===== config.mk =====
export PLATFORM = sky130hd
export DESIGN_NAME = seg_pipe_adder
export DESIGN_NICKNAME = d
export VERILOG_FILES = /design/src/rtl/seg_pipe_adder.sv
export SDC_FILE = /design/constraint.sdc
export NUM_CORES = 1
export LEC_CHECK = 0
export CAP_MARGIN = 20
export CORE_AREA = 5 5 91 93
export DETAILED_ROUTE_END_ITERATION = 7
export DIE_AREA = 0 0 96 98
export PLACE_DENSITY = 0.78
export SKIP_CTS_REPAIR_TIMING = 1
export SYNTH_ARGS = -nofsm -noshare
export SYNTH_HDL_FRONTEND = slang
export SYNTH_SLANG_ARGS = --single-unit

===== constraint.sdc =====
create_clock -name clk -period 4.4 [get_ports clk]
set_clock_uncertainty 0.15 [all_clocks]
set_input_delay 0.88 -clock clk [delete_from_list [all_inputs] [get_ports clk]]
set_output_delay 0.88 -clock clk [all_outputs]
set_load 0.05 [all_outputs]

===== src/rtl/seg_pipe_adder.sv =====
// Pipelined segmented adder/subtractor: SEG bits are summed per stage with the carry
// registered between stages, and a single advance signal stalls the whole pipeline.
module seg_pipe_adder #(
    parameter int WIDTH = 24,
    parameter int SEG   = 12
) (
    input  logic             clk,
    input  logic             rst,
    input  logic             in_valid,
    output logic             in_ready,
    input  logic [WIDTH-1:0] a,
    input  logic [WIDTH-1:0] b,
    input  logic             cin,
    input  logic             sub,
    output logic             out_valid,
    input  logic             out_ready,
    output logic [WIDTH-1:0] sum,
    output logic             cout,
    output logic             ovf
);

    localparam int NSEG = WIDTH / SEG;

    // Handshake: a transfer happens on an edge where valid && ready are both high.
    // The pipeline advances when the output register is empty or being consumed,
    // so in_ready depends only on out_valid and out_ready.
    logic             adv;
    logic [WIDTH-1:0] b_eff;
    logic             c_eff;

    assign adv      = !out_valid || out_ready;
    assign in_ready = adv;
    assign b_eff    = sub ? ~b : b;
    assign c_eff    = sub ? 1'b1 : cin;

    for (genvar k = 0; k < NSEG; k++) begin : g_stage
        localparam int SW = WIDTH - k * SEG;  // operand bits not yet added
        localparam int RW = (k + 1) * SEG;    // result bits produced so far

        logic [SW-1:0]  src_a;
        logic [SW-1:0]  src_b;
        logic           src_v;
        logic           src_c;
        logic           src_sa;
        logic           src_sb;
        logic           load;
        logic [SEG:0]   slice_sum;
        logic [RW-1:0]  nxt_res;

        logic           r_v;
        logic           r_c;
        logic           r_sa;
        logic           r_sb;
        logic [RW-1:0]  r_res;

        if (k == 0) begin : g_head
            assign src_v   = in_valid;
            assign src_a   = a;
            assign src_b   = b_eff;
            assign src_c   = c_eff;
            assign src_sa  = a[WIDTH-1];
            assign src_sb  = b_eff[WIDTH-1];
            assign load    = in_valid;
            assign nxt_res = slice_sum[SEG-1:0];
        end else begin : g_body
            // Bubbles carry their data along too, so downstream stages always load.
            assign src_v   = g_stage[k-1].r_v;
            assign src_a   = g_stage[k-1].g_ops.r_a;
            assign src_b   = g_stage[k-1].g_ops.r_b;
            assign src_c   = g_stage[k-1].r_c;
            assign src_sa  = g_stage[k-1].r_sa;
            assign src_sb  = g_stage[k-1].r_sb;
            assign load    = 1'b1;
            assign nxt_res = {slice_sum[SEG-1:0], g_stage[k-1].r_res};
        end

        assign slice_sum = {1'b0, src_a[SEG-1:0]} + {1'b0, src_b[SEG-1:0]}
                         + {{SEG{1'b0}}, src_c};

        always_ff @(posedge clk) begin
            if (rst) begin
                r_v   <= 1'b0;
                r_c   <= 1'b0;
                r_sa  <= 1'b0;
                r_sb  <= 1'b0;
                r_res <= '0;
            end else if (adv) begin
                r_v <= src_v;
                if (load) begin
                    r_c   <= slice_sum[SEG];
                    r_sa  <= src_sa;
                    r_sb  <= src_sb;
                    r_res <= nxt_res;
                end
            end
        end

        if (SW > SEG) begin : g_ops
            logic [SW-SEG-1:0] r_a;
            logic [SW-SEG-1:0] r_b;

            always_ff @(posedge clk) begin
                if (rst) begin
                    r_a <= '0;
                    r_b <= '0;
                end else if (adv && load) begin
                    r_a <= src_a[SW-1:SEG];
                    r_b <= src_b[SW-1:SEG];
                end
            end
        end
    end

    assign out_valid = g_stage[NSEG-1].r_v;
    assign sum       = g_stage[NSEG-1].r_res;
    assign cout      = g_stage[NSEG-1].r_c;
    assign ovf       = (g_stage[NSEG-1].r_sa == g_stage[NSEG-1].r_sb)
                    && (g_stage[NSEG-1].r_res[WIDTH-1] != g_stage[NSEG-1].r_sa);

endmodule


-- After elaboration in Yosys (flattened, before gate mapping)
Index checks and enable logic that the tools add are counted.
W data, S select, Z words.
- div/mod/pow operators: 0
- multiply operators: 0
- equality and inequality tests: 2
- add/subtract/negate cells: 4
- shift-type cells: 0
- mux-type cells: 2
- reductions and logical operators: 5
- bitwise logic cells: 1
- order comparisons: 0
- operator list (kind ; count):
    $add A12 B12 Y13 ; 2
    $add A13 B1 Y13 ; 2
    $mux W24 ; 1
    $not A24 Y24 ; 1
    $logic_and A1 B1 Y1 ; 2
    $reduce_and A2 Y1 ; 1
    $eq A1 B1 Y1 ; 1
    $logic_not A1 Y1 ; 1
    $logic_or A1 B1 Y1 ; 1
    $mux W1 ; 1
    $ne A1 B1 Y1 ; 1
- bits in writable memories: 0
- bits in registers: 68
- memories: 0
- latch bits: 0
- output and inout bits: 28
- memory bits (read-only): 0
- input port bits: 54
- word-level logic and storage cells: 26

-- Depth between registers and ports, before layout
Gate-level depths: netlist of the first run.
- depth after elaboration: 4
- mapped depth: 12
- depth with buffers taken out: 9

-- Worst setup path before layout of the first run
No wires, ideal clock.
- path kind: input port to flip-flop
- start point: input sub
- end point: register g_stage[0].r_res[10]
- arrival time: 3370 ps
- path buffers: 3
- cell stages on the path: 12
- library setup time: 62 ps
- data required time: 4188 ps
- slack: 818 ps
- path through: buf_2 > buf_2 > buf_2 > xor2_1 > fa_1 > inv_1 > fa_1 > nor2b_1 > o31a_1 > o211ai_2 > or4_1 > nand3_1
- longest elaborated chain between the ends: 3
- elaborated cells between the ends (all ways): 4
- classes of those cells: 2 x add/sub; 2 x mux
- ends and longest elaborated chain (what ; RTL line ; RTL):
    start, declared ; 14 ; input logic sub,
    $mux W24 ; 33 ; assign b_eff = sub ? ~b : b;
    $add A12 B12 Y13 ; 77 ; assign slice_sum = {1'b0, src_a[SEG-1:0]} + {1'b0, src_b[SEG-1:0]}
    $add A13 B1 Y13 (*) ; 78 ; + {{SEG{1'b0}}, src_c};
    end signal, assigned ; 93 ; r_res <= nxt_res;
    end, declared ; 54 ; logic [RW-1:0] r_res;
Mark *: on every way between the ends. The rest lies on a longest branch, timed or not.
A chain may end at the register's enable or synchronous reset.

-- Worst setup path in the final report of the first run
Ends and elaborated chain as after synthesis.

==> impl_metrics.csv, run 1 <==
group,metric,value,unit
clocking,cts_tree,"done",
timing,max-slew-margin-rel,0.529,
critical_path,critPathBufInv,3,
job,maxCapViolCount,0,
die,core,0.00745,sq mm
grt,grt_pass1_vias,3214,
logic_synthesis,seq_area_frac_synth,0.370,
logic_synthesis,syn_avg_cell_area,8.18,sq um
route,drt_iter0_drc,217,
finish,syn2layout_area_growth,29.8,%
timing,min_period,3.42,ns
pwr,power_density,350,mW/mm^2
logic_synthesis,synth.net_count,516,
finish,final_cells,618,
die,row_count,32,
finish,final_layout_size_suffix_gt1_frac,0.0640,
grt,antenna_found_initial,0,
finish,final_area,0.00463,sq mm
critical_path,worstSetupPathType,"primary input to register",
logic_synthesis,ys_warn_count,0,
placement,placed_cells,602,
critical_path,critPathArrivalTime,3.55,ns
timing,slew_violations,0,
timing,tns,0,ns
critical_path,crit_chain,"clkdlybuf4s50_1 -> buf_4 -> xor2_1 -> inv_1 -> fa_1 -> nor2b_1 -> o31a_1 -> o211ai_2 -> or4_1 -> nand3_1",
clocking,cts_sinks,66,
critical_path,cp.required,4.53,ns
clocking,numCtsBuffers,9,
finish,antenna_cells,0,
critical_path,cp_slowest_cell,"clkdlybuf4s50_1",
clocking,htree_levels,3,
logic_synthesis,syn_area,0.00357,sq mm
critical_path,crit_path_max_fanout,13,
critical_path,start_kind,"primary input",
placement,dp_hpwl,6830,um
worst_hold_path,hold_path_depth,2,
finish,final_cell_mix,"nand2_1, clkdlybuf4s50_1, dfxtp_1",
die,ios,82,
grt,grtUsageTotal,0.199,
timing,min_period_over_period,0.778,
placement,io_buffers,81,
grt,grt_max_degree,69,
clocking,path_clk_slew,0.07,ns
clocking,clkLatencyLatePin,0.34,ns
grt,gr-total-overflow,0,
logic_synthesis,synth_edf_count,0,
worst_hold_path,min_path_type,"register to register",
logic_synthesis,syn_inst,436,
route,finalWirelength,8970,um
critical_path,r2r_cells,7,
route,first_pass_iters,4,
critical_path,path_delay_family,"buffers and inverters",
logic_synthesis,synth_ff_type,"dfxtp_1",
clocking,cts_root_buffer,"clkbuf_8",
worst_hold_path,min-delay-start,"sum[18]",
critical_path,reg2reg_slack,1.89,ns
die,start_util,0.479,
placement,place_area,0.00445,sq mm
timing,rsz0062_at_grt,"false",
critical_path,slowest_delay,0.57,ns
route,wl_per_cell,14.5,um
run_status,status,"complete, no violations",
route,vias_per_cell,5.35,
timing,fin_ws,0.976,ns
clocking,clk_path_buf_depth,2,
finish,nets,591,
route,via_count,3304,
logic_synthesis,yosysUniqueCellTypes,54,
pwr,finalPower,0.00162,W
timing,tightest_slew,0.705,ns
placement,pre_cts_slack,0.633,ns
timing,setup_viol,0,
critical_path,rr_endpoint,"sum[22]",
route,ant_nets,0,
finish,layout_commonest_cell,"nand2_1",
pwr,ir_drop,0.157,mV
logic_synthesis,async_flop_share,0,
timing,max_freq,292,MHz
placement,place.gp.congestion,0.855,
grt,grt_pass1_wl,15000,um
die,die_area,0.00941,sq mm
critical_path,reg2reg_from,"g_stage[0].r_c",
die,die_h,98,um
pwr,leakage,1.82,nW
route,drc,0,
logic_synthesis,ys_ff_latch,66,
die,fp.dieW,96,um
timing,final_hold_viol_count,0,
worst_hold_path,hold_path_end,"sum[18]",
critical_path,crit_path_end_kind,"register",
## cells by family (layout without fill, tap and decap cells)
group	Yosys count	after routing	synth area share
and+or+nand+nor	163	163	0.209
AOI/OAI and AO/OA	121	121	0.213
DFF	66	66	0.370
buffers and inverters	31	111	0.0361
xor gates and xnor gates	29	29	0.0712
adders and majority gates	26	26	0.0996
## synthesized netlist by cell type, drive strengths merged (5+ instances only)
master / n / area (sq um)
nor3: 8 / 40.0
buf: 14 / 65.1
a211oi: 21 / 158
dfxtp: 66 / 1320
xnor2: 15 / 131
or3: 5 / 31.3
nor2: 33 / 124
inv: 6 / 22.5
ha: 22 / 275
clkbuf: 10 / 37.5
nand2: 80 / 300
nand3: 9 / 45.0
o21ai: 17 / 85.1
xor2: 14 / 123
a21oi: 55 / 287
## registers in the layout, summed over array words and instances (netlist names)
register / cells
cout: 1
g_stage.g_ops.r_b: 11
g_stage.r_sa: 2
g_stage.g_ops.r_a: 11
sum: 24
g_stage.r_res: 12
g_stage.r_sb: 2
out_valid: 1
g_stage.r_v: 1
g_stage.r_c: 1
## layout make-up
type,instances,area [sq um]
fillers,700,2820
multi-input cells,339,2120
flip-flops and latches,66,1320
repair buffers,88,856
clock buffers,12,155
well taps,102,128
clock inverters,4,26.3
inverters,7,26.3
## worst max-delay path by stage
stage / start / end / slack (ns) / cells after the start
2_1_floorplan: sub / g_stage[0].r_res[10] / 0.82 / 12
3_3_place_gp: sub / g_stage[0].r_res[10] / 0.76 / 10
3_5_place_dp: sub / g_stage[0].r_res[10] / 0.63 / 10
4_1_cts: sub / g_stage[0].r_res[10] / 0.97 / 10
5_1_grt: sub / g_stage[0].r_res[10] / 0.82 / 10
6_report: sub / g_stage[0].r_res[10] / 0.98 / 10
## routing by layer
metal	up-vias	part of all wire	GRT usage
met4	0	0.021	0.0733
met2	90	0.47	0.307
li1	1686	-	-
met5	-	0	0
met1	1514	0.46	0.279
met3	14	0.050	0.0300
## metrics by stage
step | hold slack, ns | util
6_report | 0.301 | 0.622
5_1_grt | 0.328 | 0.622
4_1_cts | 0.305 | 0.622
3_5_place_dp | 0.296 | 0.598
3_3_place_gp | 0.289 | 0.598
2_1_floorplan | 0.282 | -
## worst min-delay path, delay by kind of cell (launching register included)
family,cells,cell delay [ns]
flip-flops,1,0.31
AND/OR/NAND/NOR,1,0.05
AO/OA/AOI/OAI,1,0.05
## report_power, final
part | switching [W] | total (W) | leakage, nW | internal (W)
registers | 0.0000334 | 0.000685 | 0.544 | 0.000652
logic | 0.000273 | 0.000474 | 1.19 | 0.000201
clock network | 0.000229 | 0.000464 | 0.0924 | 0.000235
No activity file was read; power rests on OpenSTA's default activity.
==> run 2, diff against run 1 <==
- clock period: 4.4 -> 3.3 ns (I/O delays scaled with it)
==> run 2 against run 1 <==
- non-clock buffer count is 14 higher
- worst hold slack worse by 0.0013 ns
- cell area is 3.1% higher
- global-route usage is 0.60 points lower
- power is 42% higher
- worst setup slack worse by 0.77 ns
- sequential share of layout area is 0.87 points lower
- clock power is 59% higher
- die area stayed put
- cell count is 2.3% higher
==> impl_metrics.csv, run 2 (synthesized netlist as in run 1, its figures left out) <==
group,metric,value,unit
run_status,status,"complete, no violations",
die,die_area,0.00941,sq mm
pwr,p_sw_frac,0.315,
critical_path,rr_endpoint,"sum[22]",
finish,largest_reg_flops,24,
critical_path,cp-startpoint,"sub",
critical_path,start_kind,"primary input",
pwr,power_density,483,mW/mm^2
critical_path,reg2reg_from,"g_stage[0].r_c",
finish,register_area,0.00132,sq mm
clocking,clkLatencyLatePin,0.34,ns
pwr,clkPwrFrac,0.320,
critical_path,r2r_cells,7,
finish,final_cell_mix,"nand2_1, clkdlybuf4s50_1, dfxtp_1",
clocking,clk_path_buf_depth,2,
clocking,cts_sinks,66,
finish,fill_cells,663,
route,wl_per_cell,14.1,um
worst_hold_path,min_path_type,"register to register",
finish,multi_input_area,0.00212,sq mm
clocking,htree_levels,3,
finish,fin_util,0.641,
placement,io_buffers,81,
job,maxCapViolCount,0,
clocking,numCtsBuffers,9,
timing,min_period_over_period,0.938,
clocking,cts_root_buffer,"clkbuf_8",
timing,slew_violations,0,
timing,fin_ws,0.203,ns
die,ios,82,
die,core,0.00745,sq mm
grt,grtUsageTotal,0.193,
clocking,cts_tree,"done",
pwr,p_sw,0.000726,W
timing,tightest_slew,0.660,ns
timing,tns,0,ns
route,drc,0,
pwr,pwr-share-seq,0.396,
critical_path,crit_path_end_kind,"register",
critical_path,crit_path_max_fanout,4,
pwr,ir_drop,0.263,mV
critical_path,cp.required,3.37,ns
route,finalWirelength,8900,um
route,via_count,3414,
timing,max-slew-margin-rel,0.560,
timing,rsz0062_at_grt,"false",
route,first_pass_iters,5,
timing,final_hold_viol_count,0,
die,die_h,98,um
grt,antenna_found_initial,0,
critical_path,setup.worst_path.end,"g_stage[0].r_c",
die,start_util,0.479,
timing,min_period,3.10,ns
grt,grt_pass1_vias,3163,
timing,setup_viol,0,
finish,antenna_cells,0,
critical_path,worstSetupPathType,"primary input to register",
route,ant_nets,0,
die,row_count,32,
grt,grt_pass1_wl,14700,um
pwr,power_frac_comb,0.285,
finish,nets,605,
finish,layout_commonest_cell,"nand2_1",
route,drt_iter0_drc,365,
pwr,leakage,1.91,nW
pwr,p_int,0.00158,W
die,fp.dieW,96,um
critical_path,reg2reg_slack,0.74,ns
clocking,path_clk_slew,0.07,ns
finish,syn2layout_area_growth,33.9,%
timing,max_freq,323,MHz
grt,grt_max_degree,69,
finish,final_layout_size_suffix_gt1_frac,0.0906,
placement,pre_cts_slack,-0.198,ns
grt,gr-total-overflow,0,
route,vias_per_cell,5.40,
placement,place.gp.congestion,0.915,
placement,dp_hpwl,6880,um
critical_path,critPathArrivalTime,3.17,ns
-- run 2: changes by cell type in the layout (fill, tap and decap cells not counted) --
cell and change:
clkinvlp_4 +1, buf_4 +13, buf_6 +1, clkbuf_8 -2, clkbuf_1 -1, bufinv_16 +2
-- run 2: final cells by class --
class	count	area share
Multi-Input combinational cell	339	0.444
Inverter	7	0.00550
Tap cell	102	0.0267
Clock inverter	7	0.0196
Sequential cell	66	0.277
Clock buffer	9	0.0259
Timing Repair Buffer	102	0.202
-- run 2: worst min path at each step --
stage	from	to	slack (ns)	cells past startpoint
after detailed placement	sum[18]	sum[18]	0.30	2
final	sum[13]	sum[13]	0.30	2
after global placement	sum[8]	sum[8]	0.29	2
after floorplan	g_stage[0].r_res[3]	g_stage[0].r_res[3]	0.28	2
after global routing	sum[13]	sum[13]	0.32	2
after CTS	sum[13]	sum[13]	0.30	2
-- run 2: critical path, stage by stage --
cell and delay, ns:
clkdlybuf4s50_1 0.50, or2_2 0.35, fa_1 0.38, inv_1 0.08
fa_1 0.18, nor2b_1 0.07, o31a_1 0.33, o211ai_2 0.22
a21boi_1 0.09, o41a_1 0.31
-- run 2: through the flow --
stage / area (sq um) / total power [W] / instances / hold WS (ns)
after floorplan: 3570 / 0.00134 / 436 / 0.282
after global placement: 4540 / 0.00156 / 614 / 0.289
after detailed placement: 4540 / 0.00158 / 614 / 0.295
after CTS: 4760 / 0.00231 / 630 / 0.305
after global routing: 4780 / 0.00243 / 632 / 0.324
final: 4780 / 0.00231 / 632 / 0.300
-- run 2: power groups by stage --
stage	registers (W)	logic [W]	clock network, W
2_1_floorplan	0.00102	0.000323	0
6_report	0.000913	0.000657	0.000738
5_1_grt	0.000923	0.000712	0.000795
3_3_place_gp	0.000930	0.000631	0
4_1_cts	0.000914	0.000650	0.000748
3_5_place_dp	0.000932	0.000647	0
-- run 2: per-layer routing --
| layer | GRT usage | vias up | wire length, um |
|---|---|---|---|
| li1 | - | 1721 | - |
| met1 | 0.277 | 1560 | 4060 |
| met2 | 0.293 | 120 | 4170 |
| met3 | 0.0331 | 13 | 543 |
| met4 | 0.0635 | 0 | 119 |
| met5 | 0 | - | 0 |
